File: src/rtl/spi_pkg.sv
// rtl/spi_pkg.sv - shared types, constants and mode decode for the SPI slave
// Contents:
//   SPI_WORD_W / SPI_CNT_W : byte width and bit-counter width
//   spi_slave_state_e      : IDLE / LOAD / XFER frame states
//   spi_edge_sel_t         : which SCLK direction samples and which shifts
//   spi_mode_edges()       : decodes cpol/cpha into an spi_edge_sel_t
package spi_pkg;

    localparam int SPI_WORD_W = 8;
    localparam int SPI_CNT_W  = 3;

    typedef enum logic [1:0] {
        IDLE = 2'd0,
        LOAD = 2'd1,
        XFER = 2'd2
    } spi_slave_state_e;

    typedef struct packed {
        logic sample_rise;  // 1: sample MOSI on SCLK rising, 0: on falling
        logic shift_rise;   // 1: advance MISO on SCLK rising, 0: on falling
    } spi_edge_sel_t;

    // The leading edge is a rise when cpol=0. cpha=0 samples on the leading
    // edge, so sampling happens on a rise exactly when cpol == cpha.
    function automatic spi_edge_sel_t spi_mode_edges(input logic cpol, input logic cpha);
        spi_edge_sel_t sel;
        sel.sample_rise = ~(cpol ^ cpha);
        sel.shift_rise  = cpol ^ cpha;
        return sel;
    endfunction

endpackage

File: src/rtl/spi_sync.sv
// rtl/spi_sync.sv - N-flop synchronizer for one asynchronous input bit
// Ports:
//   clk   : system clock
//   rst_n : asynchronous active-low reset, clears every stage to 0
//   d_i   : asynchronous input
//   q_o   : synchronized output, STAGES cycles behind d_i
module spi_sync #(
    parameter int STAGES = 2
) (
    input  logic clk,
    input  logic rst_n,
    input  logic d_i,
    output logic q_o
);

    logic [STAGES-1:0] sync_q;

    // The cast drops the oldest stage, which also keeps STAGES=1 legal.
    always_ff @(posedge clk or negedge rst_n) begin
        if (!rst_n) begin
            sync_q <= '0;
        end else begin
            sync_q <= STAGES'({sync_q, d_i});
        end
    end

    assign q_o = sync_q[STAGES-1];

endmodule

File: src/rtl/spi_slave.sv
// rtl/spi_slave.sv - oversampled byte-oriented SPI slave, all four CPOL/CPHA modes
// Ports:
//   clk, reset : system clock, asynchronous active-low reset
//   cpol, cpha : SPI mode, static while SS is low
//   tx_data    : byte returned on MISO, captured at each byte start
//   rx_data    : last complete received byte
//   done       : one-cycle strobe when rx_data updates
//   busy       : frame active
//   SCLK, MOSI, SS : SPI pins from the master (SS active low)
//   MISO       : serial data out, 0 while not selected
module spi_slave
    import spi_pkg::*;
#(
    parameter int SYNC_STAGES = 2
) (
    input  logic                  clk,
    input  logic                  reset,
    input  logic                  cpol,
    input  logic                  cpha,
    input  logic [SPI_WORD_W-1:0] tx_data,
    output logic [SPI_WORD_W-1:0] rx_data,
    output logic                  done,
    output logic                  busy,
    input  logic                  SCLK,
    input  logic                  MOSI,
    input  logic                  SS,
    output logic                  MISO
);

    logic sclk_s, mosi_s, ss_s;

    spi_sync #(.STAGES(SYNC_STAGES)) u_sync_sclk (.clk(clk), .rst_n(reset), .d_i(SCLK), .q_o(sclk_s));
    spi_sync #(.STAGES(SYNC_STAGES)) u_sync_mosi (.clk(clk), .rst_n(reset), .d_i(MOSI), .q_o(mosi_s));
    spi_sync #(.STAGES(SYNC_STAGES)) u_sync_ss   (.clk(clk), .rst_n(reset), .d_i(SS),   .q_o(ss_s));

    spi_slave_state_e      state_q;
    logic                  sclk_prev_q;
    logic                  ss_prev_q;
    logic [SPI_WORD_W-1:0] tx_shift_q;
    logic [SPI_WORD_W-1:0] rx_shift_q;
    logic [SPI_WORD_W-1:0] rx_shift_d;
    logic [SPI_CNT_W-1:0]  bit_cnt_q;
    logic [SPI_WORD_W-1:0] rx_data_q;
    logic                  done_q;
    logic                  busy_q;
    logic                  miso_q;

    spi_edge_sel_t edge_sel;
    logic          sclk_rise, sclk_fall;
    logic          sample_edge, shift_edge;
    logic          ss_fall;

    assign edge_sel    = spi_mode_edges(cpol, cpha);
    assign sclk_rise   = sclk_s & ~sclk_prev_q;
    assign sclk_fall   = ~sclk_s & sclk_prev_q;
    assign sample_edge = edge_sel.sample_rise ? sclk_rise : sclk_fall;
    assign shift_edge  = edge_sel.shift_rise  ? sclk_rise : sclk_fall;
    // ss_prev_q resets to 0, so an SS already low when reset releases never
    // looks like a fall; a new frame needs SS to go high first.
    assign ss_fall     = ss_prev_q & ~ss_s;
    assign rx_shift_d  = {rx_shift_q[SPI_WORD_W-2:0], mosi_s};

    always_ff @(posedge clk or negedge reset) begin
        if (!reset) begin
            state_q     <= IDLE;
            sclk_prev_q <= 1'b0;
            ss_prev_q   <= 1'b0;
            tx_shift_q  <= '0;
            rx_shift_q  <= '0;
            bit_cnt_q   <= '0;
            rx_data_q   <= '0;
            done_q      <= 1'b0;
            busy_q      <= 1'b0;
            miso_q      <= 1'b0;
        end else begin
            sclk_prev_q <= sclk_s;
            ss_prev_q   <= ss_s;
            done_q      <= 1'b0;
            case (state_q)
                IDLE: begin
                    miso_q <= 1'b0;
                    busy_q <= 1'b0;
                    if (ss_fall) begin
                        state_q <= LOAD;
                        busy_q  <= 1'b1;
                    end
                end
                LOAD: begin
                    if (ss_s) begin
                        state_q <= IDLE;
                        busy_q  <= 1'b0;
                        miso_q  <= 1'b0;
                    end else begin
                        tx_shift_q <= tx_data;
                        bit_cnt_q  <= '0;
                        // Drive MISO straight from tx_data so the first bit
                        // is not a further cycle behind the capture.
                        miso_q     <= tx_data[SPI_WORD_W-1];
                        state_q    <= XFER;
                    end
                end
                XFER: begin
                    if (ss_s) begin
                        // Abort wins over a coincident sample edge.
                        state_q <= IDLE;
                        busy_q  <= 1'b0;
                        miso_q  <= 1'b0;
                    end else begin
                        miso_q <= tx_shift_q[SPI_WORD_W-1];
                        if (sample_edge) begin
                            if (bit_cnt_q == SPI_CNT_W'(SPI_WORD_W - 1)) begin
                                rx_data_q  <= rx_shift_d;
                                rx_shift_q <= rx_shift_d;
                                done_q     <= 1'b1;
                                bit_cnt_q  <= '0;
                                tx_shift_q <= tx_data;
                            end else begin
                                rx_shift_q <= rx_shift_d;
                                bit_cnt_q  <= bit_cnt_q + 1'b1;
                            end
                        end else if (shift_edge && (bit_cnt_q != '0)) begin
                            // bit_cnt == 0 marks either the first leading edge
                            // (cpha=1) or the trailing edge after bit 7
                            // (cpha=0); both must keep the freshly loaded MSB.
                            tx_shift_q <= {tx_shift_q[SPI_WORD_W-2:0], 1'b0};
                        end
                    end
                end
                default: begin
                    state_q <= IDLE;
                    busy_q  <= 1'b0;
                    miso_q  <= 1'b0;
                end
            endcase
        end
    end

    assign rx_data = rx_data_q;
    assign done    = done_q;
    assign busy    = busy_q;
    assign MISO    = miso_q;

endmodule

File: config.mk
export PLATFORM = sky130hd
export DESIGN_NAME = spi_slave
export DESIGN_NICKNAME = d
export VERILOG_FILES = /design/src/rtl/spi_pkg.sv /design/src/rtl/spi_sync.sv /design/src/rtl/spi_slave.sv
export SDC_FILE = /design/constraint.sdc
export NUM_CORES = 1
export LEC_CHECK = 0
export CAP_MARGIN = 5
export CORE_MARGIN = 2
export CORE_UTILIZATION = 40
export CTS_BUF_LIST = sky130_fd_sc_hd__clkbuf_8
export CTS_CLUSTER_SIZE = 25
export DETAILED_ROUTE_END_ITERATION = 12
export PLACE_DENSITY = 0.71
export SLEW_MARGIN = 5
export SYNTH_ARGS = -nofsm -noshare
export SYNTH_HDL_FRONTEND = slang
export SYNTH_HIERARCHICAL = 1
export SYNTH_SLANG_ARGS = --single-unit
File: constraint.sdc
create_clock -name clk -period 3.31 [get_ports clk]
set_input_delay 0.4965 -clock clk [delete_from_list [all_inputs] [get_ports clk]]
set_output_delay 0.4965 -clock clk [all_outputs]
set_load 0.005 [all_outputs]
Yosys cells after proc, flatten, opt, wreduce, memory -nomap -nowiden
Cells that the tools add are included.
Word-level totals
  word-level logic and storage cells: 69
  output and inout port bits: 11
  input port bits: 15
  flip-flop bits (word level): 39
Cells by class
  eq/ne operators: 11
  bitwise operators: 7
  reductions and logical operators: 10
  $add $sub $neg: 1
  muxes and demuxes: 27
Operators with widths (number)
  $mux 8: 5
  $pmux 8 s2: 1
  $mux 3: 4
  $mux 1: 10
  $ne 2x2->1 const B: 4
  $reduce_and 4->1: 2
  $mux 2: 3
  $ne 3x3->1 const B: 2
  $pmux 2 s3: 1
  $pmux 3 s2: 1
  $reduce_and 5->1: 1
  $ne 2x1->1 const B: 2
  $pmux 1 s2: 2
  $add 3x1->3 const B: 1
  $and 1x1->1: 3
  $eq 3x3->1 const B: 1
  $not 1->1: 3
  $reduce_and 3->1: 1
  $reduce_bool 3->1: 1
  $eq 2x1->1 const B: 1
  $eq 2x2->1 const B: 1
  $logic_not 2->1: 1
  $reduce_and 2->1: 1
  $reduce_bool 2->1: 1
  3 further kinds: 3

Longest topological paths before layout
Gate-level depths: netlist of the first run.
  word-level depth: 8
  depth in mapped cells: 8
  mapped depth without buffers: 7

Modules after synthesis
Netlist of the first run, hierarchy kept.
Modules (own cells, without submodules)
  spi_slave: area each 1646.6 sq um, instances 1, cells each 141
  spi_sync: area each 50.0 sq um, instances 3, cells each 2

Worst setup path after synthesis of the first run
Ideal clock, no wire load.
  kind: input to register
  from: in cpha
  to: reg tx_shift_q[0]
  library setup time: 0.080 ns
  stages on the path: 6
  path slack: 1.207 ns
  data required time: 3.230 ns
  data arrival time: 2.023 ns
  cells stage by stage: xnor2_1 -> clkbuf_1 -> mux2i_1 -> o21ai_1 -> a311oi_4 -> mux2i_1
Between the ends
  cells in the longest elaborated chain, start to end: 5
  elaborated cells on any way between the ends: 10
RTL lines
  from (decl): RTL line spi_slave.sv:19  | input logic cpha,
  $xor 1x1->1 (*): RTL line spi_pkg.sv:27, spi_pkg.sv:28
  $mux 1, on equally long branches: RTL line spi_slave.sv:57, spi_slave.sv:56
  $logic_and 1x1->1 or $mux 8 (tied branches): RTL line spi_slave.sv:121, spi_slave.sv:110
  $ne 3x3->1 (no line) or $mux 8 (tied branches)
  $reduce_and 5->1 (no line) or $pmux 8 s2 (tied branches)
  to (signal assigned): RTL line spi_slave.sv:94  | tx_shift_q <= tx_data;
  to (signal assigned): RTL line spi_slave.sv:116  | tx_shift_q <= tx_data;
  to (signal assigned): RTL line spi_slave.sv:125  | tx_shift_q <= {tx_shift_q[SPI_WORD_W-2:0], 1'b0};
  to (decl): RTL line spi_slave.sv:39  | logic [SPI_WORD_W-1:0] tx_shift_q;
Every way passes the cells marked *; elsewhere a longest branch is shown, timed or not. The select of a mux whose other input is x is not followed.
A chain may end at the register's enable or synchronous reset.

Worst setup path in the final report of the first run
  from: in cpha
  to: reg tx_shift_q[3]
Same word-level chain as after synthesis.

==> Flow_metrics.wiki, run 1 <==
{| class="wikitable"
! Metric !! Value
|-
| Area of the die || 5044 um2
|-
| Max-cap viol count || 0
|-
| Int Pwr || 0.8839 mW
|-
| Die Wd || 71.02 um
|-
| Number of hold-slack violations in the final timing report || 0
|-
| Via-to-Cell Ratio || 5.320
|-
| Number of search-and-repair iterations in the first detailed-routing pass || 4
|-
| Proportion of power drawn by flip-flops and latches || 0.485
|-
| Initial detailed-routing violation count || 68
|-
| Clock tree root driver cell || clkbuf_8
|-
| Site row count || 24
|-
| Routed vias || 1,213
|-
| Flip-flop and latch count after synthesis || 39
|-
| Overflow after GRT || 0
|-
| Number of diodes added for antenna fixing || 0
|-
| Compound-Gate Fraction of Synth Area || 0.1323
|-
| Fin Clk Skew || 0.006483 ns
|-
| Share of cells above drive strength 1 || 0.1648
|-
| EDFF count, synth || 0
|-
| Gate count of the mapped netlist || 147
|-
| Required time at the worst-slack endpoint || 3.52 ns
|-
| Critical path startpoint category || primary input
|-
| Final setup fails || 0
|-
| Worst slew margin || 0.4441
|-
| IO buf count || 25
|-
| Synth Area per Inst || 12.22 um2
|-
| Pins Over Slew Limit || 0
|-
| Fraction of the mapped netlist area in adder cells || 0.04178
|-
| Seq/Total Area, Yosys || 0.5432
|-
| Final-layout setup total negative slack || 0 ns
|-
| Initial core utilization || 0.4126
|-
| Critical Path Max Stage Delay || 0.63 ns
|-
| CP Buf/Inv Count || 1
|-
| Core box area || 4354 um2
|-
| Post_cts resized || 0
|-
| Total Routed Length || 3335 um
|-
| F_max || 0.4108 GHz
|-
| Category of cells accounting for the largest share of critical-path delay || multiplexers
|-
| Proportion of total power due to net switching || 0.3260
|-
| Number of global-route vias before repair || 1,244
|-
| Part of the power in the clock network || 0.232
|-
| DRC violations left || 0
|-
| Crit path kind || primary input to flop
|-
| Net switching component of the power || 0.4275 mW
|-
| Maximum fanout count along the critical path || 8
|-
| Final layout net count || 196
|-
| Min Clock Period, post-route || 2.434 ns
|-
| Combinational family with the most area after synthesis || multiplexers
|-
| I/O Pins || 26
|-
| Comb power frac || 0.282
|-
| Peak VDD IR || 0.2203 mV
|-
| Unrepaired setup endpoints after global routing || false
|-
| Capturing element type of the critical path || flop
|-
| Core utilization of the finished layout || 0.4980
|-
| Period utilization || 0.7354
|-
| Total power || 1.311 mW
|-
| Post-CTS clock slew at the launch and capture registers of the worst setup and hold paths || 0.07 ns
|-
| Number of setup buffers added after CTS || 0
|-
| Clock Tree Buf Depth || 2
|-
| Later-pin clock latency in the skew report || 0.29 ns
|-
| Height of the die || 71.02 um
|-
| Slowest cell on crit path || a311oi_4
|-
| Share of cell area taken by muxes after synthesis || 0.1504
|-
| Estimated wirelength of the detail-placed design || 2321 um
|-
| Largest net degree at the start of global routing || 40
|-
| Static leakage || 0.9952 nW
|-
| Last weighted congestion value of the routability-driven placer || 0.7213
|-
| Clock sink total || 39
|-
| Total power density per cell area || 604.8 nW/um2
|-
| Post-Synth XOR/XNOR Area || 0.004875
|-
| Synthesis-to-layout area growth || 20.68%
|-
| Arrival time of the worst setup path || 2.64 ns
|-
| Number of antenna violations at the first check in global routing || 0
|-
| Syn. warnings || 6
|-
| Drt wl/cell || 14.63 um
|-
| CTS tree || done
|-
| Run status || complete, no violations
|-
| Unique cell type count in the Yosys netlist || 26
|-
| Fraction of registers with async set/reset || 1.000
|-
| Number of levels the H-tree was split into || 2
|-
| Cell Chain, Critical Path || clkdlybuf4s50_1 > xnor2_1 > mux2_2 > nand2b_4 > a311oi_4 > mux2i_1
|-
| Antenna Nets Post-Route || 0
|-
| Hold Buf Count CTS || 0
|-
| Transition time of the tightest slew-check pin || 0.8338 ns
|-
| Post-Synthesis Cell Area || 1797 um2
|-
| Cts bufs inserted || 5
|-
| Worst hold-check path type || primary input to asynchronous set/reset pin
|-
| Nets in the synthesized netlist || 168
|-
| Global router's overall resource usage || 0.1488
|-
| First-pass GRT wire length || 5823 um
|-
| Area fraction in and, or, nand and nor cells after synthesis || 0.07451
|-
| Flip-flop cell with the highest count after synthesis || dfrtp_1
|}
-- state kept, by name, indices dropped and copies added, names as in the netlist, 2 cells and up --
signal	count
u_sync_mosi/sync_q	2
bit_cnt_q	3
rx_data	8
u_sync_sclk/sync_q	2
state_q	2
u_sync_ss/sync_q	2
tx_shift_q	8
rx_shift_q	7
-- cells in the final DEF, fill, tap and decap left out, types with 3 or more instances in the layout --
| cell type | netlist | layout |
|---|---|---|
| a22o_1 | 3 | 3 |
| o32ai_1 | 8 | 8 |
| mux2i_1 | 9 | 9 |
| clkdlybuf4s50_1 | 0 | 24 |
| nand2_1 | 14 | 14 |
| ha_1 | 6 | 6 |
| mux2_2 | 16 | 16 |
| a21oi_1 | 3 | 3 |
| inv_1 | 15 | 16 |
| nor2_1 | 7 | 7 |
| clkbuf_8 | 0 | 5 |
| o221ai_1 | 7 | 7 |
| dfrtp_1 | 39 | 39 |
-- final timing paths --
path                                startpoint               endpoint  slack [ns]  cells past startpoint
hold reg to reg            u_sync_ss/sync_q[0]    u_sync_ss/sync_q[1]        0.35                      0
hold / removal                           reset  u_sync_mosi/sync_q[1]        0.30                      1
max in group asynchronous                reset    u_sync_ss/sync_q[1]        2.48                      1
setup / recovery                          cpha          tx_shift_q[3]        0.88                      6
setup reg to reg                   sclk_prev_q          tx_shift_q[3]        1.14                      5
min in group clk           u_sync_ss/sync_q[0]    u_sync_ss/sync_q[1]        0.35                      0
-- kinds of logic after synthesis --
kind of cell / after synthesis
compound gates: 28
fa+ha+maj: 6
simple gates: 27
buf+inv: 21
xor+xnor: 1
mux: 25
flops: 39
-- metal layers --
| metal | global-route usage | up-vias | routed length (um) |
|---|---|---|---|
| met5 | 0 | - | 0 |
| met2 | 0.2357 | 35 | 1581 |
| met1 | 0.1844 | 595 | 1522 |
| met4 | 0.07966 | 0 | 61 |
| met3 | 0.04274 | 7 | 169 |
| li1 | - | 576 | - |
-- cell usage after synthesis (2+ instances only) --
cell type	instances	area [um2]
buf_6	2	22.52
nor2_1	7	26.28
clkbuf_1	3	11.26
ha_1	6	75.07
mux2i_1	9	90.09
nor3b_1	2	15.01
mux2_2	16	180.2
nand2b_4	2	27.53
inv_1	15	56.30
nand2_1	14	52.55
a22o_1	3	26.28
dfrtp_1	39	975.9
o32ai_1	8	70.07
o221ai_1	7	61.31
a21oi_1	3	15.01
-- layout make-up --
type                       count  area [um2]
multi-input combinational     87       725.7
timing repair buffer          27       260.3
fill                         393        2186
sequential                    39       975.9
clock buffer                   5       68.82
tap                           52       65.06
clock inverter                 3       16.27
inverter                      15       56.30
-- through the flow --
stage	std cells	setup slack (ns)	cell area (um2)	hold WS, ns
final	228	0.8758	2168	0.3048
after global routing	228	0.7574	2168	0.3730
after CTS	228	0.8442	2168	0.3402
after detailed placement	220	0.5431	2083	0.3379
after global placement	220	0.6460	2083	0.3329
after floorplan	147	1.207	1797	0.2009
-- power by group through the flow --
stage | logic [mW] | registers, mW | clock network [mW]
finish | 0.370 | 0.637 | 0.304
global route | 0.419 | 0.649 | 0.344
CTS | 0.375 | 0.636 | 0.315
detailed placement | 0.372 | 0.644 | 0
global placement | 0.351 | 0.636 | 0
floorplan | 0.282 | 0.622 | 0
Note: power is estimated with default switching activity, not from simulation.
==> inputs of run 2 (changes only) <==
==> constraint.sdc (replaced) <==
create_clock -name clk -period 2.4 [get_ports clk]
set_input_delay 0.36 -clock clk [delete_from_list [all_inputs] [get_ports clk]]
set_output_delay 0.36 -clock clk [all_outputs]
set_load 0.005 [all_outputs]
==> Flow_metrics.wiki, run 2 (synthesis results as in run 1) <==
{| class="wikitable"
! Metric !! Value
|-
| Final-layout setup total negative slack || 0 ns (unchanged)
|-
| Initial core utilization || 0.4126 (unchanged)
|-
| Later-pin clock latency in the skew report || 0.28 ns (was 0.29 ns)
|-
| Filler cells || 380 (was 393)
|-
| Run status || complete, no violations (unchanged)
|-
| Number of global-route vias before repair || 1,340 (was 1,244)
|-
| Maximum fanout count along the critical path || 10 (was 8)
|-
| Number of levels the H-tree was split into || 2 (unchanged)
|-
| Estimated wirelength of the detail-placed design || 2329 um (was 2321 um)
|-
| Final layout net count || 199 (was 196)
|-
| Final non-filler cell area || 2236 um2 (was 2168 um2)
|-
| I/O Pins || 26 (unchanged)
|-
| Arrival time of the worst setup path || 2.28 ns (was 2.64 ns)
|-
| Clock sink total || 39 (unchanged)
|-
| Number of setup buffers added after CTS || 0 (unchanged)
|-
| Proportion of power drawn by flip-flops and latches || 0.445 (was 0.485)
|-
| Int Pwr || 1.380 mW (was 0.8839 mW)
|-
| Area of the die || 5044 um2 (unchanged)
|-
| Total power density per cell area || 881.6 nW/um2 (was 604.8 nW/um2)
|-
| Number of hold-slack violations in the final timing report || 0 (unchanged)
|-
| CTS tree || done (unchanged)
|-
| Clock Tree Buf Depth || 2 (unchanged)
|-
| Cts bufs inserted || 5 (unchanged)
|-
| Capturing element type of the critical path || flop (unchanged)
|-
| Part of the power in the clock network || 0.280 (was 0.232)
|-
| Share of cells above drive strength 1 || 0.1844 (was 0.1648)
|-
| IO buf count || 25 (unchanged)
|-
| Initial detailed-routing violation count || 62 (was 68)
|-
| Antenna Nets Post-Route || 0 (unchanged)
|-
| F_max || 0.4737 GHz
|-
| Routing usage on met3 || 0.04416 (was 0.04274)
|-
| Number of diodes added for antenna fixing || 0 (unchanged)
|-
| Hold Buf Count CTS || 0 (unchanged)
|-
| Post_cts resized || 0 (unchanged)
|-
| Post-place instance area || 2118 um2 (was 2083 um2)
|-
| Overflow after GRT || 0 (unchanged)
|-
| Via-to-Cell Ratio || 5.255 (was 5.320)
|-
| Peak VDD IR || 0.4087 mV (was 0.2203 mV)
|-
| Total Routed Length || 3330 um (was 3335 um)
|-
| Commonest cells after routing, fill and taps aside || dfrtp_1, clkdlybuf4s50_1, mux2_2 (was dfrtp_1, clkdlybuf4s50_1, inv_1, mux2_2, nand2_1)
|-
| Routed vias || 1,214 (was 1,213)
|-
| Worst slew margin || 0.4195 (was 0.4441)
|-
| Final Hold Slack || 0.1904 ns (was 0.3048 ns)
|-
| Worst hold-check path type || primary input to asynchronous set/reset pin (unchanged)
|-
| Proportion of total power due to net switching || 0.2999 (was 0.3260)
|-
| Pins Over Slew Limit || 0 (unchanged)
|-
| Synthesis-to-layout area growth || 24.44% (was 20.68%)
|-
| Unrepaired setup endpoints after global routing || false (unchanged)
|-
| Min Clock Period, post-route || 2.111 ns
|-
| Largest net degree at the start of global routing || 40 (unchanged)
|-
| Die Wd || 71.02 um (unchanged)
|-
| Number of antenna violations at the first check in global routing || 0 (unchanged)
|-
| Global router's overall resource usage || 0.1499 (was 0.1488)
|-
| Met2 global-route usage || 0.2482 (was 0.2357)
|-
| DRC violations left || 0 (unchanged)
|-
| Comb power frac || 0.275 (was 0.282)
|-
| Flip-flop and latch area || 975.9 um2 (unchanged)
|-
| Clock tree root driver cell || clkbuf_8 (unchanged)
|-
| Most common cell after layout, fill and taps aside || dfrtp_1 (unchanged)
|-
| Drt wl/cell || 14.42 um (was 14.63 um)
|-
| Max-cap viol count || 0 (unchanged)
|-
| Global Route met1 Usage || 0.1859 (was 0.1844)
|-
| Net switching component of the power || 0.5912 mW (was 0.4275 mW)
|-
| Post-CTS clock slew at the launch and capture registers of the worst setup and hold paths || 0.07 ns (about the same)
|-
| Height of the die || 71.02 um (unchanged)
|-
| Crit path kind || primary input to flop (unchanged)
|-
| Multi-input logic area || 725.7 um2 (unchanged)
|-
| Required time at the worst-slack endpoint || 2.57 ns (was 3.52 ns)
|-
| Site row count || 24 (unchanged)
|-
| First-pass GRT wire length || 6044 um (was 5823 um)
|-
| Critical path startpoint category || primary input (unchanged)
|-
| Fin Clk Skew || 0.002443 ns (was 0.006483 ns)
|-
| Period utilization || 0.8796
|-
| Core box area || 4354 um2 (unchanged)
|-
| Busiest layer in global routing || met2 (unchanged)
|-
| Last weighted congestion value of the routability-driven placer || 0.7194 (was 0.7213)
|-
| Final setup fails || 0 (unchanged)
|-
| Transition time of the tightest slew-check pin || 0.8708 ns (was 0.8338 ns)
|-
| Number of search-and-repair iterations in the first detailed-routing pass || 4 (unchanged)
|-
| Static leakage || 1.028 nW (was 0.9952 nW)
|-
| Count of cells along the worst register-to-register path || 5 (unchanged)
|}
run 2: cell types whose count changed in the layout (fill, tap and decap cells not counted), sizes merged:
cell and delta:
bufinv +1, clkbuf +1, buf +3, clkinvlp -1, inv -1
run 2: per-layer routing:
| layer | up-vias | part of all wire |
|---|---|---|
| met1 | 590 | 0.46 |
| li1 | 586 | - |
| met2 | 30 | 0.48 |
| met4 | 0 | 0.017 |
| met5 | - | 0 |
| met3 | 8 | 0.044 |
run 2: power groups by stage:
stage | logic [mW] | registers (mW) | clock network (mW)
global route | 0.609 | 0.897 | 0.606
detailed placement | 0.543 | 0.888 | 0
global placement | 0.513 | 0.877 | 0
floorplan | 0.388 | 0.858 | 0
CTS | 0.547 | 0.875 | 0.576
finish | 0.542 | 0.877 | 0.552
run 2: worst paths after layout:
path	startpoint	to	slack [ns]
min	reset	tx_shift_q[4]	0.19
max in group asynchronous	reset	u_sync_ss/sync_q[1]	1.66
min reg2reg	u_sync_ss/sync_q[0]	u_sync_ss/sync_q[1]	0.35
max reg2reg	state_q[0]	rx_shift_q[4]	0.44
min in group clk	u_sync_ss/sync_q[0]	u_sync_ss/sync_q[1]	0.35
max	cpha	rx_shift_q[4]	0.29
run 2: worst max-delay path: stages:
cell             delay (ns)
clkdlybuf4s50_1        0.42
xnor2_1                0.27
mux2_2                 0.40
nor3b_1                0.25
buf_4                  0.23
mux2_2                 0.35
run 2: stage by stage:
step                      cells  setup slack [ns]  utilization  power (mW)
final                       231            0.2890       0.5135       1.971
after global routing        231            0.2085       0.5135       2.112
after CTS                   231            0.2879       0.5135       1.998
after detailed placement    223         -0.009110       0.4865       1.430
after global placement      223           0.05771       0.4865       1.390
after floorplan             147            0.4332            -       1.246
run 2: cell type report:
cell class / instances / share of cell area
clock inverter: 2 / 0.01567
tap: 52 / 0.02910
multi-input combinational: 87 / 0.3246
clock buffer: 6 / 0.03693
sequential: 39 / 0.4365
inverter: 15 / 0.02518
timing repair buffer: 30 / 0.1321
==> inputs of run 3 (changes only) <==
--- a/config.mk
+++ b/config.mk
@@ -11,7 +11,8 @@
 export CTS_BUF_LIST = sky130_fd_sc_hd__clkbuf_8
 export CTS_CLUSTER_SIZE = 25
 export DETAILED_ROUTE_END_ITERATION = 12
-export PLACE_DENSITY = 0.71
+export DONT_BUFFER_PORTS = 1
+export PLACE_DENSITY = 0.63
 export SLEW_MARGIN = 5
 export SYNTH_ARGS = -nofsm -noshare
 export SYNTH_HDL_FRONTEND = slang
==> Flow_metrics.wiki, run 3 (synthesis results as in run 1) <==
{| class="wikitable"
! Metric !! Value
|-
| Crit path kind || flop to flop (was primary input to flop)
|-
| F_max || 0.4779 GHz (was 0.4737 GHz)
|-
| Transition time of the tightest slew-check pin || 0.6048 ns (was 0.8708 ns)
|-
| Post-layout worst setup margin || 0.3073 ns (was 0.2890 ns)
|-
| Maximum fanout count along the critical path || 12 (was 10)
|-
| Number of cells on the worst hold path || 0
|-
| Post-CTS clock slew at the launch and capture registers of the worst setup and hold paths || 0.07 ns (about the same)
|-
| Hold Buf Count CTS || 2 (was 0)
|-
| Cts bufs inserted || 5 (unchanged)
|-
| Cell Chain, Critical Path || nand2b_1 > mux2_2 > nor3b_1 > nand2_1 > mux2_2 (was clkdlybuf4s50_1 > xnor2_1 > mux2_2 > nor3b_1 > buf_4 > mux2_2)
|-
| Critical Path Max Stage Delay || 0.59 ns (was 0.42 ns)
|-
| Number of hold-slack violations in the final timing report || 0 (unchanged)
|-
| Slowest cell on crit path || dfrtp_1 (was clkdlybuf4s50_1)
|-
| Number of diodes added for antenna fixing || 0 (unchanged)
|-
| First-pass GRT wire length || 5664 um (was 6044 um)
|-
| Worst slew margin || 0.5950 (was 0.4195)
|-
| Final non-filler cell area || 1989 um2 (was 2236 um2)
|-
| Run status || complete, no violations (unchanged)
|-
| Capturing element type of the critical path || flop (unchanged)
|-
| Worst hold-check path type || primary input to flop (was primary input to asynchronous set/reset pin)
|-
| Post-place instance area || 1853 um2 (was 2118 um2)
|-
| Hold Crit Endpoint || u_sync_sclk/sync_q[0]
|-
| Antenna Nets Post-Route || 0 (unchanged)
|-
| Post_cts resized || 0 (unchanged)
|-
| Min Clock Period, post-route || 2.093 ns (was 2.111 ns)
|-
| Later-pin clock latency in the skew report || 0.28 ns (about the same)
|-
| Estimated wirelength of the detail-placed design || 2282 um (was 2329 um)
|-
| Post-Place Worst Slack || 0.2880 ns (was -0.009110 ns)
|-
| Reg-to-reg slack, setup || 0.31 ns (was 0.44 ns)
|-
| Final layout net count || 175 (was 199)
|-
| Number of antenna violations at the first check in global routing || 0 (unchanged)
|-
| CTS tree || done (unchanged)
|-
| Number of setup buffers added after CTS || 0 (unchanged)
|-
| Period utilization || 0.8720 (was 0.8796)
|-
| Fin Clk Skew || 0.005833 ns (was 0.002443 ns)
|-
| I/O Pins || 26 (unchanged)
|-
| Total power || 1.887 mW (was 1.971 mW)
|-
| Hold Crit Start || SCLK
|-
| Critical path startpoint category || flop (was primary input)
|-
| Number of search-and-repair iterations in the first detailed-routing pass || 4 (unchanged)
|-
| Via-to-Cell Ratio || 5.515 (was 5.255)
|-
| Final-layout setup total negative slack || 0 ns (unchanged)
|-
| IO buf count || 0 (was 25)
|-
| Post-layout instance count excluding filler cells || 206 (was 231)
|-
| Top cell by count, worst path || mux2_2 (unchanged)
|-
| Count of cells along the worst register-to-register path || 5 (unchanged)
|-
| Initial detailed-routing violation count || 85 (was 62)
|-
| Site row count || 24 (unchanged)
|-
| Routed vias || 1,136 (was 1,214)
|-
| Unrepaired setup endpoints after global routing || false (unchanged)
|-
| Clock tree root driver cell || clkbuf_8 (unchanged)
|-
| CP Buf/Inv Count || 0 (was 2)
|-
| Core box area || 4354 um2 (unchanged)
|-
| Pins Over Slew Limit || 0 (unchanged)
|-
| Total power density per cell area || 948.3 nW/um2 (was 881.6 nW/um2)
|-
| Max-cap viol count || 0 (unchanged)
|-
| Number of global-route vias before repair || 1,240 (was 1,340)
|-
| Total Routed Length || 3260 um (was 3330 um)
|-
| Clock sink total || 39 (unchanged)
|-
| Initial core utilization || 0.4126 (unchanged)
|-
| Height of the die || 71.02 um (unchanged)
|-
| Drt wl/cell || 15.83 um (was 14.42 um)
|-
| Crit Reg-Reg Startpoint || u_sync_sclk/sync_q[1] (was state_q[0])
|-
| Dpl cells || 197 (was 223)
|-
| Synthesis-to-layout area growth || 10.72% (was 24.44%)
|-
| Global router's overall resource usage || 0.1405 (was 0.1499)
|-
| Die Wd || 71.02 um (unchanged)
|-
| Number of levels the H-tree was split into || 2 (unchanged)
|-
| Most common cell after layout, fill and taps aside || dfrtp_1 (unchanged)
|-
| Clock Tree Buf Depth || 2 (unchanged)
|-
| Largest net degree at the start of global routing || 40 (unchanged)
|-
| Last weighted congestion value of the routability-driven placer || 0.7409 (was 0.7194)
|-
| Share of cells above drive strength 1 || 0.2013 (was 0.1844)
|-
| DRC violations left || 0 (unchanged)
|-
| Required time at the worst-slack endpoint || 2.56 ns (was 2.57 ns)
|-
| Category of cells accounting for the largest share of critical-path delay || simple AND/OR/NAND/NOR gates (was multiplexers)
|-
| Arrival time of the worst setup path || 2.26 ns (was 2.28 ns)
|-
| Overflow after GRT || 0 (unchanged)
|-
| RR Endpoint || rx_data[6] (was rx_shift_q[4])
|-
| Peak VDD IR || 0.4723 mV (was 0.4087 mV)
|-
| Static leakage || 0.9320 nW (was 1.028 nW)
|-
| Commonest cells after routing, fill and taps aside || dfrtp_1, mux2_2, inv_1 (was dfrtp_1, clkdlybuf4s50_1, mux2_2)
|-
| Area of the die || 5044 um2 (unchanged)
|-
| Final setup fails || 0 (unchanged)
|}
[run 3: cell count changes in the layout (fill, tap and decap cells not counted), sizes merged]
cell / delta
dlygate4sd3: +1
buf: -1
clkbuf: -1
clkinv: -1
clkinvlp: +1
clkdlybuf4s50: -24
[run 3: metrics by stage]
step,utilization,hold WS [ns]
2_1_floorplan,-,0.06441
3_3_place_gp,0.4256,0.06526
3_5_place_dp,0.4256,0.06541
4_1_cts,0.4569,0.09178
5_1_grt,0.4569,0.08368
6_report,0.4569,0.1021
[run 3: area by class of cell]
cell class                 count  area (um2)
fill                         399        2365
sequential                    39       975.9
multi-input combinational     87       725.7
clock buffer                   5       68.82
tap                           52       65.06
timing repair buffer           6       60.06
inverter                      15       56.30
clock inverter                 2       37.54
[run 3: power by group]
group,total [mW],internal [mW],switching [mW],leakage [nW]
clock network,0.518,0.304,0.214,0.0502
logic,0.491,0.227,0.263,0.377
registers,0.878,0.780,0.0985,0.504
[run 3: worst max-delay path by stage]
stage / from / end / cells after the start
final: u_sync_sclk/sync_q[1] / rx_data[6] / 5
after global routing: u_sync_sclk/sync_q[1] / rx_data[7] / 5
after CTS: sclk_prev_q / rx_data[0] / 5
after detailed placement: cpha / rx_data[6] / 5
after global placement: cpha / rx_data[4] / 5
after floorplan: cpha / tx_shift_q[0] / 6
[run 3: layer usage]
layer / vias up / part of all wire / GRT usage
li1: 536 / - / -
met1: 563 / 0.45 / 0.1745
met2: 33 / 0.48 / 0.2274
met3: 4 / 0.068 / 0.04986
met4: 0 / 0.0043 / 0.05031
met5: - / 0 / 0
==> variant 1, RTL diff (settings of run 1) <==
Register the inputs `cpol`, `cpha`, `tx_data`, `MOSI` and `SS` before use. The logic sees them one clock later.
--- a/src/rtl/spi_slave.sv
+++ b/src/rtl/spi_slave.sv
@@ -29,2 +29,16 @@
 
+    logic cpol_q;
+    logic cpha_q;
+    logic [SPI_WORD_W-1:0] tx_data_q;
+    logic MOSI_q;
+    logic SS_q;
+
+    always_ff @(posedge clk) begin
+        cpol_q    <= cpol;
+        cpha_q    <= cpha;
+        tx_data_q <= tx_data;
+        MOSI_q    <= MOSI;
+        SS_q      <= SS;
+    end
+
     logic sclk_s, mosi_s, ss_s;
@@ -32,4 +46,4 @@
     spi_sync #(.STAGES(SYNC_STAGES)) u_sync_sclk (.clk(clk), .rst_n(reset), .d_i(SCLK), .q_o(sclk_s));
-    spi_sync #(.STAGES(SYNC_STAGES)) u_sync_mosi (.clk(clk), .rst_n(reset), .d_i(MOSI), .q_o(mosi_s));
-    spi_sync #(.STAGES(SYNC_STAGES)) u_sync_ss   (.clk(clk), .rst_n(reset), .d_i(SS),   .q_o(ss_s));
+    spi_sync #(.STAGES(SYNC_STAGES)) u_sync_mosi (.clk(clk), .rst_n(reset), .d_i(MOSI_q), .q_o(mosi_s));
+    spi_sync #(.STAGES(SYNC_STAGES)) u_sync_ss   (.clk(clk), .rst_n(reset), .d_i(SS_q),   .q_o(ss_s));
 
@@ -52,3 +66,3 @@
 
-    assign edge_sel    = spi_mode_edges(cpol, cpha);
+    assign edge_sel    = spi_mode_edges(cpol_q, cpha_q);
     assign sclk_rise   = sclk_s & ~sclk_prev_q;
@@ -93,3 +107,3 @@
                     end else begin
-                        tx_shift_q <= tx_data;
+                        tx_shift_q <= tx_data_q;
                         bit_cnt_q  <= '0;
@@ -97,3 +111,3 @@
                         // is not a further cycle behind the capture.
-                        miso_q     <= tx_data[SPI_WORD_W-1];
+                        miso_q     <= tx_data_q[SPI_WORD_W-1];
                         state_q    <= XFER;
@@ -115,3 +129,3 @@
                                 bit_cnt_q  <= '0;
-                                tx_shift_q <= tx_data;
+                                tx_shift_q <= tx_data_q;
                             end else begin
Formal check against the unedited RTL: not equivalent (a bounded check fails within 10 cycles, from zero or initial values and one cycle with reset low).
==> variant 1 against run 1 <==
  * Cell area grew 12%
  * Via count grew 4.5%
  * Total power grew 12%
  * Clock power grew 17%
  * Worst setup slack lost 0.068 ns
  * Routed wire length shrank 3.7%
  * Sequential cell count grew 12
  * Critical path depth shrank 1
  * Synthesized area grew 13%
  * Final cell count grew 12%
  * Worst hold slack lost 0.021 ns
  * Register-to-register slack lost 0.33 ns
  * Die area grew 13%
  * Largest power group unchanged
==> variant 1: results (changes against run 1) <==
outcome: "completed"
cp_slowest_cell: "nor3b_1"
syn-num-nets: 180  # +7.1%
final_nets: 208  # +6.1%
synthTopCellsByCount: "dfrtp_1 (39), mux2_2 (16), inv_1 (15)"
path_max_fanout: 10  # +2
crit_family: "simple AND/OR/NAND/NOR gates"
start_kind: "flop"
yosys.area_share.adder_pct: 3.69  # -0.49 points
muxShareOfSynthArea_pct: 13.3  # -1.8 points
synth_xor_area_share_pct: 0.430  # -0.057 points
ys_seq_area_share_pct: 59.7  # +5.4 points
grt_pass1_wl_mm: 5.79  # -0.58%
place.gp.congestion: 0.736  # +2.1%
worstSkewPairLatency_ns: 0.31  # +0.02 ns
finClkSkew_ns: 0.00958  # +0.00310 ns
grt_usage_pct: 13.7  # -1.2 points
drt_iter0_drc: 93  # +37%
viasPerCell: 4.97  # -6.6%
r2r_slack_ns: 0.81  # -0.33 ns
cpPeakStageDelay_ns: 0.59  # -0.04 ns
yosys-top-cells-area: "dfrtp_1 (48%), dfxtp_1 (12%), mux2_2 (8.8%)"
vdd_drop_max_mv: 0.288  # +31%
relSlewSlack_pct: 43.1  # -1.3 points
r2r-end: "rx_data[7]"
switchingPower_uw: 441  # +3.3%
variant 1: changes by cell type after synthesis:
cell            run 1  this run
dfxtp_1             0        12
variant 1: logic make-up (layout without fill, tap and decap cells):
kind of cell	Yosys count	in the layout
AOI/OAI and AO/OA	28	28
xor gates and xnor gates	1	1
adders and majority gates	6	6
buffers and inverters	21	50
DFF	51	51
muxes	25	25
and+or+nand+nor	27	27
variant 1: per-stage QoR:
step           cells  utilization (%)  hold WS, ns  power [mW]  area, sq um
6_report         255             50.5        0.284        1.46         2430
5_1_grt          255             50.5        0.343        1.57         2430
4_1_cts          255             50.5        0.318        1.49         2430
3_5_place_dp     247             48.6        0.320        1.12         2340
3_3_place_gp     247             48.6        0.318        1.12         2340
2_1_floorplan    159                -        0.201        1.03         2040
variant 1: layer usage:
metal	track usage (%)	part of all wire, %	up-vias
met2	20.6	43	30
li1	-	-	614
met3	4.50	5.0	4
met4	5.46	1.1	0
met1	18.4	51	619
met5	0	0	-
variant 1: power groups by stage:
stage               registers (mW)  clock network [mW]  logic (mW)
detailed placement           0.798                   0       0.327
finish                       0.789               0.357       0.319
CTS                          0.788               0.374       0.327
global route                 0.802               0.397       0.371
global placement             0.801                   0       0.317
floorplan                    0.778                   0       0.249
variant 1: final cells by class:
type / instances / area (sq um)
well taps: 67 / 83.8
multi-input cells: 87 / 726
clock inverters: 3 / 21.3
fillers: 456 / 2380
flip-flops and latches: 51 / 1220
clock buffers: 5 / 68.8
inverters: 15 / 56.3
repair buffers: 27 / 260
variant 1: how the worst min path moves through the flow:
stage | start | endpoint | slack (ns) | depth (start not counted)
final | reset | u_sync_sclk/sync_q[1] | 0.28 | 1
after global routing | SS_q | u_sync_ss/sync_q[0] | 0.34 | 0
after CTS | reset | u_sync_sclk/sync_q[1] | 0.32 | 1
after detailed placement | SS_q | u_sync_ss/sync_q[0] | 0.32 | 0
after global placement | SS_q | u_sync_ss/sync_q[0] | 0.32 | 0
after floorplan | reset | MISO | 0.20 | 0
==> variant 2, RTL diff (flow settings as in run 1) <==
Without the edit above. Set the package constant `SPI_CNT_W` to 6 (it was 3).
--- a/src/rtl/spi_pkg.sv
+++ b/src/rtl/spi_pkg.sv
@@ -9,3 +9,3 @@
     localparam int SPI_WORD_W = 8;
-    localparam int SPI_CNT_W  = 3;
+    localparam int SPI_CNT_W  = 6;
 
Formal check against the unedited RTL: same outputs for any inputs over 10 cycles, from zero or initial values and one cycle with reset low; that may be too few to reach the edited logic, so the function may still have changed.
==> variant 2 against run 1 <==
  * Cell area increased by 13%
  * Routed wire length increased by 5.5%
  * Final cell count increased by 21%
  * Global-route usage decreased by 0.59 points
  * Largest power group unchanged
  * Sequential cell count increased by 3
  * Maximum frequency increased by 0.21%
  * Synthesized area increased by 12%
  * Total power increased by 12%
  * Worst setup slack improved by 0.0052 ns
  * First-iteration DRC count increased by 82%
==> variant 2: results (changes against run 1) <==
critPathCapture: "tx_shift_q[6]"
r2r-end: "tx_shift_q[6]"
antenna_found_initial: 0  # unchanged
viasPerCell: 5.18  # -2.6%
grt_pass1_wl_mm: 6.02  # +3.3%
numPlacedInstances: 267  # +21%
drt_iter0_drc: 124  # +82%
synthTopCellsByCount: "dfrtp_1 (42), mux2_2 (24), nand2_1 (11)"
ys_seq_area_share_pct: 52.1  # -2.2 points
finalCritPeriodShare_pct: 73.4  # -0.16 points
syn-num-nets: 195  # +16%
grtUsageMet2_pct: 21.3  # -2.2 points
placement.cell_area_sq_um: 2360  # +14%
drive_above_1_share_pct: 20.7  # +4.2 points
yosys-top-cells-area: "dfrtp_1 (52%), mux2_2 (13%), ha_1 (3.1%)"
critPathLaunch: "cpha"
grt_usage_pct: 14.3  # -0.59 points
cts_resized: 0  # unchanged
grt_pass1_vias: 1304  # +4.8%
ys.flop_type: "dfrtp_1"
antenna-diode-count: 0  # unchanged
relSlewSlack_pct: 39.4  # -5.0 points
worstSkewPairLatency_ns: 0.29  # about the same
met1_length_mm: 1.66  # +8.7%
vias: 1425  # +17%
dp_slack_ns: 0.582  # +0.0391 ns
drt_wl_total_mm: 3.52  # +5.5%
wl_met3_um: 187  # +11%
async_flop_share_pct: 100  # unchanged
cts_made_buffers: 5  # unchanged
outcome: "completed"
place.gp.congestion: 0.802  # +11%
hold_path_class: "input port to async pin"
r2r_slack_ns: 0.96  # -0.18 ns
path_max_fanout: 8  # unchanged
hpwl_mm: 2.34  # +0.93%
reg2reg_from: "state_q[0]"
syn-instance-count: 175  # +19%
routed-wl-met2_mm: 1.65  # +4.3%
final_nets: 227  # +16%
top_layer: "met4"
clk_pin_slew_ns: 0.08
power_leakage_nw: 1.06  # +6.3%
dr.pass1.iters: 4  # unchanged
grtUsageMet1_pct: 19.6  # +1.1 points
reg2regPathDepth: 6  # +1
grt_use_met3_pct: 4.95  # +0.68 points
cts_setup_buffers: 0  # unchanged
finClkSkew_ns: 0.00375  # -0.00273 ns
io_buffer_count: 25  # unchanged
clockBufferDepth: 2  # unchanged
grt_max_degree: 43  # +7.5%
ys_types: 36  # +38%
cp_slowest_cell: "xnor2_1"
vdd_drop_max_mv: 0.307  # +39%
crit_family: "XOR/XNOR gates"
variant 2: cell count changes after synthesis, sizes merged, moves of 3 or more:
| cell | before | now |
|---|---|---|
| a31oi | 0 | 9 |
| buf | 3 | 0 |
| dfrtp | 39 | 42 |
| inv | 15 | 10 |
| mux2 | 16 | 24 |
| mux2i | 9 | 2 |
| nand2 | 14 | 11 |
| nand3 | 0 | 9 |
| nor2b | 1 | 9 |
| nor3 | 0 | 3 |
| o211ai | 1 | 8 |
| o221ai | 7 | 0 |
| o32ai | 8 | 0 |
variant 2: cell type report:
type                            count  area, sq um
Clock buffer                        6         82.6
Fill cell                         421         2330
Timing Repair Buffer               30          283
Clock inverter                      2         12.5
Inverter                           10         37.5
Multi-Input combinational cell    118          910
Tap cell                           67         83.8
Sequential cell                    42         1050
variant 2: kinds of logic after synthesis:
group,synth area share (%)
flip-flops,52.1
AND/OR/NAND/NOR,13.2
adder cells (fa/ha/maj),3.10
buffers and inverters,2.79
multiplexers,14.4
AO/OA/AOI/OAI,12.8
XOR/XNOR,1.68
variant 2: where the power goes:
part,internal [mW],switching [mW],total (mW)
clock network,0.168,0.170,0.338
logic,0.220,0.228,0.447
registers,0.616,0.0702,0.687
variant 2: how the worst min path moves through the flow:
stage	startpoint	end	slack, ns	cells after the start
after floorplan	reset	MISO	0.20	0
after global placement	u_sync_sclk/sync_q[0]	u_sync_sclk/sync_q[1]	0.33	0
after detailed placement	u_sync_sclk/sync_q[0]	u_sync_sclk/sync_q[1]	0.34	0
after CTS	u_sync_sclk/sync_q[0]	u_sync_sclk/sync_q[1]	0.35	0
after global routing	u_sync_sclk/sync_q[0]	u_sync_sclk/sync_q[1]	0.36	0
final	reset	tx_shift_q[4]	0.33	1
